<file path="src/rtl/seg_capture.sv">
// Observes a multiplexed active-low 7-segment bus and recovers one 4-bit code per digit.
// A pattern is committed to its slot once it has been sampled STABLE_CYCLES times in a row.
module seg_capture #(
  parameter int NUM_DIGITS    = 4,
  parameter int STABLE_CYCLES = 4,
  parameter int IDX_W         = 2
) (
  input  logic                    clk,
  input  logic                    reset,
  input  logic [6:0]              seg,
  input  logic [NUM_DIGITS-1:0]   an,
  output logic [4*NUM_DIGITS-1:0] digits,
  output logic [NUM_DIGITS-1:0]   digit_err,
  output logic                    digit_valid,
  output logic [IDX_W-1:0]        digit_idx,
  output logic                    frame_done
);

  localparam int CNT_W = $clog2(STABLE_CYCLES);
  localparam logic [CNT_W-1:0]      CNT_LAST = CNT_W'(STABLE_CYCLES - 1);
  localparam logic [CNT_W-1:0]      CNT_ARM  = CNT_W'(STABLE_CYCLES - 2);
  localparam logic [CNT_W-1:0]      CNT_ONE  = CNT_W'(1);
  localparam logic [NUM_DIGITS-1:0] SEL_ONE  = NUM_DIGITS'(1);

  // Pin sample (stage 1) and the sample before it, used for the equality test.
  logic [6:0]            s_seg;
  logic [NUM_DIGITS-1:0] s_an;
  logic [6:0]            p_seg;
  logic [NUM_DIGITS-1:0] p_an;

  logic [CNT_W-1:0]      cnt;
  logic                  done;
  logic [NUM_DIGITS-1:0] seen;

  logic [NUM_DIGITS-1:0] sel;
  logic                  one_hot;
  logic                  same;
  logic                  commit;
  logic [IDX_W-1:0]      slot;
  logic [4:0]            decoded;
  logic [NUM_DIGITS-1:0] seen_next;
  logic                  frame_full;

  // Returns {err, code}; anything outside the digit set and the dash is an error.
  function automatic logic [4:0] decode_seg(input logic [6:0] p);
    logic [4:0] r;
    case (p)
      7'b1000000: r = {1'b0, 4'h0};
      7'b1111001: r = {1'b0, 4'h1};
      7'b0100100: r = {1'b0, 4'h2};
      7'b0110000: r = {1'b0, 4'h3};
      7'b0011001: r = {1'b0, 4'h4};
      7'b0010010: r = {1'b0, 4'h5};
      7'b0000010: r = {1'b0, 4'h6};
      7'b1111000: r = {1'b0, 4'h7};
      7'b0000000: r = {1'b0, 4'h8};
      7'b0010000: r = {1'b0, 4'h9};
      7'b0111111: r = {1'b0, 4'hA};
      default:    r = {1'b1, 4'hF};
    endcase
    return r;
  endfunction

  // digit_valid is a bare one-cycle strobe: there is no ready, a consumer must catch the pulse.
  always_comb begin
    sel        = ~s_an;
    one_hot    = (sel != '0) && ((sel & (sel - SEL_ONE)) == '0);
    same       = (s_seg == p_seg) && (s_an == p_an);
    // The commit lands on the edge where the count reaches its last value.
    commit     = one_hot && same && !done && (cnt == CNT_ARM);
    decoded    = decode_seg(s_seg);
    seen_next  = seen | sel;
    frame_full = &seen_next;
    slot       = '0;
    for (int i = 0; i < NUM_DIGITS; i++) begin
      if (sel[i]) slot = IDX_W'(i);
    end
  end

  always_ff @(posedge clk) begin
    if (reset) begin
      s_seg       <= 7'h7F;
      s_an        <= '1;
      p_seg       <= 7'h7F;
      p_an        <= '1;
      cnt         <= '0;
      done        <= 1'b0;
      seen        <= '0;
      digits      <= '1;
      digit_err   <= '1;
      digit_valid <= 1'b0;
      digit_idx   <= '0;
      frame_done  <= 1'b0;
    end else begin
      s_seg       <= seg;
      s_an        <= an;
      p_seg       <= s_seg;
      p_an        <= s_an;
      digit_valid <= 1'b0;
      frame_done  <= 1'b0;
      if (!one_hot || !same) begin
        cnt  <= '0;
        done <= 1'b0;
      end else begin
        if (cnt != CNT_LAST) cnt <= cnt + CNT_ONE;
        if (commit) begin
          done        <= 1'b1;
          digit_valid <= 1'b1;
          digit_idx   <= slot;
          for (int i = 0; i < NUM_DIGITS; i++) begin
            if (sel[i]) begin
              digits[4*i +: 4] <= decoded[3:0];
              digit_err[i]     <= decoded[4];
            end
          end
          if (frame_full) begin
            seen       <= '0;
            frame_done <= 1'b1;
          end else begin
            seen <= seen_next;
          end
        end
      end
    end
  end

endmodule

</file>
<file path="config.mk">
export PLATFORM = sky130hd
export DESIGN_NAME = seg_capture
export DESIGN_NICKNAME = d
export VERILOG_FILES = /design/src/rtl/seg_capture.sv
export SDC_FILE = /design/constraint.sdc
export NUM_CORES = 1
export LEC_CHECK = 0
export BUFFER_PORTS_ARGS = -buffer_cell sky130_fd_sc_hd__buf_4
export CELL_PAD_IN_SITES_DETAIL_PLACEMENT = 0
export CELL_PAD_IN_SITES_GLOBAL_PLACEMENT = 2
export CORE_UTILIZATION = 28
export DETAILED_ROUTE_END_ITERATION = 16
export PLACE_DENSITY_LB_ADDON = 0.1
export SYNTH_ARGS = -nofsm -noshare
export SYNTH_HDL_FRONTEND = slang
export SYNTH_SLANG_ARGS = --single-unit
</file>
<file path="constraint.sdc">
create_clock -name clk -period 1.9 [get_ports clk]
set_input_delay 0.095 -clock clk [delete_from_list [all_inputs] [get_ports clk]]
set_output_delay 0.095 -clock clk [all_outputs]
set_load 0.02 [all_outputs]
</file>
==> metrics.csv <==
stage,metric,value,unit
run_status,outcome,finished with violations,
run_status,failed_checks,setup timing,
critical_path,slowest_stage,or4_4,
global_route,grt_max_degree,35,
global_route,grt_usage,13.79,%
global_route,grt-ovfl-total,0,
timing,worst_slew_pin_slew,386.1,ps
logic_synthesis,synthFlopType,dfxtp_1,
pwr,p_leak,1.398,nW
run,cap_violations,0,
routing,drt-initial-drc-count,23,
critical_path,cp.depth,5,
floorplan,ios,37,
critical_path,critPathCapture,digits[10],
cts,cts_buffers,5,
critical_path,crit_start,s_an[2],
critical_path,r2r-start,s_an[2],
global_route,grt_pass1_vias,1830,
pwr,power_density,716.9,mW/mm^2
cts,clock_latency,310,ps
routing,wl_per_cell,13.39,um
timing,hold_viol_final,0,
routing,drc_errors,0,
logic_synthesis,yosys.area.top_type_share,47.01,%
routing,drtAntennaViolNets,0,
cts,cts_max_level,2,
timing,fmax,502.0,MHz
routing,vias_per_cell,4.521,
critical_path,crit_family,simple AND/OR/NAND/NOR gates,
timing,finalCritPeriodShare,104.8,%
timing,slew_headroom,74.06,%
logic_synthesis,synthCells,237,
floorplan,die_h,91.79,um
finish,nFillCells,819,
logic_synthesis,ys_seq_area_share,47.01,%
global_route,grtUsageMet2,22.87,%
logic_synthesis,synth_most_common_cell,dfxtp_1,
logic_synthesis,synth_commonest_cells,"53 x dfxtp_1, 28 x nor2_1, 22 x or2_2",
logic_synthesis,synth.avg_cell_area,9.524,um^2
logic_synthesis,ys_warn_count,0,
critical_path,path_cells,nor3b_4 > o221ai_2 > or4_4 > or3_4 > mux2i_1,
critical_path,rr_endpoint,digits[10],
finish,stdcell_area,0.003213,mm^2
pwr,power.internal,1.789,mW
logic_synthesis,async_flop_share,0,%
placed_design,dpl-instance-area,0.002795,mm^2
global_route,met3_usage,3.234,%
timing,rsz0062_at_grt,yes,
finish,fin_nets,323,
critical_path,cp_max_fo,6,
global_route,busiest_layer,met2,
critical_path,required,2100,ps
routing,dr_total_vias,1858,
timing,slew_violations,0,
cts,cts_tree,yes,
finish,syn_to_final_growth,42.35,%
finish,drive_above_1_share,44.01,%
worst_hold_path,hold_class,in -> reg,
logic_synthesis,synthDistinctLibCells,39,
logic_synthesis,ys_ff_latch,53,
global_route,grt_use_met1,18.01,%
pwr,power_frac_comb,10.5,%
pwr,netSwitchingFraction,22.33,%
floorplan,start_util,29.06,%
timing,skew,11.16,ps
placed_design,place_congestion,0.7406,
critical_path,cpPeakStageDelay,570,ps
logic_synthesis,synth_top_area_cell,dfxtp_1,
critical_path,reg2reg_slack,-90,ps
floorplan,core,0.007767,mm^2
logic_synthesis,synth_edf_count,0,
finish,multi_input_area,0.001200,mm^2
cts,cts-root-buf,clkbuf_8,
finish,seqCellArea,0.001075,mm^2
timing,worst_slack,-92.09,ps
routing,first_pass_iters,4,
floorplan,fp-row-count,32,
critical_path,crit_buf_inv,0,
logic_synthesis,synth_area_leaders,"dfxtp_1 47%, mux2i_1 8.9%, or2_2 6.1%",
pwr,sequentialPowerShare,50.0,%
floorplan,die_w,91.79,um
pwr,totalPowerFinal,2.303,mW
placed_design,hpwl,3878,um
critical_path,worst-setup-path-type,reg -> reg,
logic_synthesis,synth_fp_nets,252,
critical_path,cp.arrival,2190,ps
cts,cts.sinks,53,
critical_path,cp-end-kind,register,
routing,drt-total-wl,5504,um
pwr,p_sw,514.3,uW
global_route,antenna_found_initial,0,
critical_path,cp-start-kind,register,
timing,finalSetupViolations,22,
critical_path,rr_worst_depth,5,
global_route,grt_pass1_wl,9025,um
pwr,clkPwrFrac,39.5,%
pwr,ir_worst_vdd,0.3923,mV
logic_synthesis,synth.cell_area,0.002257,mm^2
finish,antenna_cells,0,
cts,cts.path.max_buffers,2,
cts,clkTransAtPathRegs,100,ps
floorplan,die_area,0.008424,mm^2
placed_design,io_buffers,36,
timing,min_period,1992,ps
## layer usage
layer	share of wire, %	up-vias
li1	-	950
met1	49	872
met2	47	31
met3	2.9	5
met4	1.0	0
met5	0	-
## how the worst min path moves through the flow
| stage | from | endpoint | slack, ps | depth (start not counted) |
|---|---|---|---|---|
| floorplan | an[0] | s_an[0] | 200 | 1 |
| global route | reset | digits[7] | 270 | 3 |
| detailed placement | seg[0] | s_seg[0] | 280 | 2 |
| CTS | reset | digits[7] | 260 | 3 |
| finish | reset | digits[7] | 250 | 3 |
| global placement | seg[0] | s_seg[0] | 280 | 2 |
## layout by cell type, fill, tap and decap left out, types with 2 or more instances in the layout
cell type and n:
nand4_1 4, nor4_1 2, a21boi_1 2, nand3_1 5, dfxtp_2 5, o21ai_0 2, a311oi_1 2, or3_1 3
xnor2_2 6, inv_1 6, or2_2 22, nor2_1 28, nand2b_1 2, nand4b_1 2, dfxtp_4 2, a21oi_1 7
nand2_1 4, dlygate4sd3_1 11, or4_4 3, and2_1 2, xnor2_1 4, nor3_1 3, buf_4 72, clkbuf_8 5
or3_4 4, nor2b_1 2, a22o_1 2, xor2_1 2, dfxtp_1 46, or3b_2 3, and3_1 2, bufinv_16 2
a31oi_1 3, mux2i_1 20, a21boi_2 2
## kinds of logic after synthesis
group,count (synthesis),synth area share (%)
AND/OR/NAND/NOR,95,23.56
multiplexers,20,8.869
XOR/XNOR,12,4.656
flip-flops,53,47.01
adder cells (fa/ha/maj),2,1.108
AO/OA/AOI/OAI,29,8.759
buffers and inverters,26,6.043
## sequential cells by signal, indices dropped and copies added, names as in the netlist
name	flops
digit_valid	1
digits	16
s_an	4
frame_done	1
digit_idx	2
cnt	2
p_an	4
seen	4
s_seg	7
p_seg	7
digit_err	4
done	1
## cell type report
type                       instances  area share [%]
clock buffer                       5           2.142
clock inverter                     3           2.025
inverter                           7          0.8178
multi-input combinational        158           37.34
sequential                        53           33.45
tap                              102           3.972
timing repair buffer              83           20.25
## power groups by stage
stage	clock network (mW)	logic (mW)	registers [mW]
after floorplan	0	0.122	1.17
after global placement	0	0.205	1.17
after detailed placement	0	0.204	1.17
after CTS	0.940	0.237	1.15
after global routing	0.988	0.266	1.15
final	0.910	0.242	1.15
## through the flow
stage / std cells / TNS (ps) / hold slack (ps) / utilization [%] / setup slack [ps]
after floorplan: 237 / -1782 / 198.8 / - / -100.3
after global placement: 389 / -5361 / 280.8 / 35.99 / -278.0
after detailed placement: 389 / -5441 / 281.9 / 35.99 / -284.7
after CTS: 412 / -1484 / 257.6 / 40.83 / -86.23
after global routing: 411 / -3420 / 265.1 / 41.37 / -186.3
final: 411 / -1253 / 253.3 / 41.37 / -92.09
## what timing repair did
action / in CTS / in global routing
setup buffers: 4 / 0
pin swaps: 7 / 5
hold buffers: 11 / 0
endpoints found under the hold margin: 11 / 0
resized for setup: 25 / 10
setup endpoints to repair: 29 / 29
cloned: 0 / 0
## worst reg2reg max path, cell delays in order, from the launching register on
cell      delay, ps
dfxtp_2         360
nor3b_4         210
o221ai_2        110
or4_4           570
or3_4           490
mux2i_1         140
Note: power is estimated with default switching activity, not from simulation.
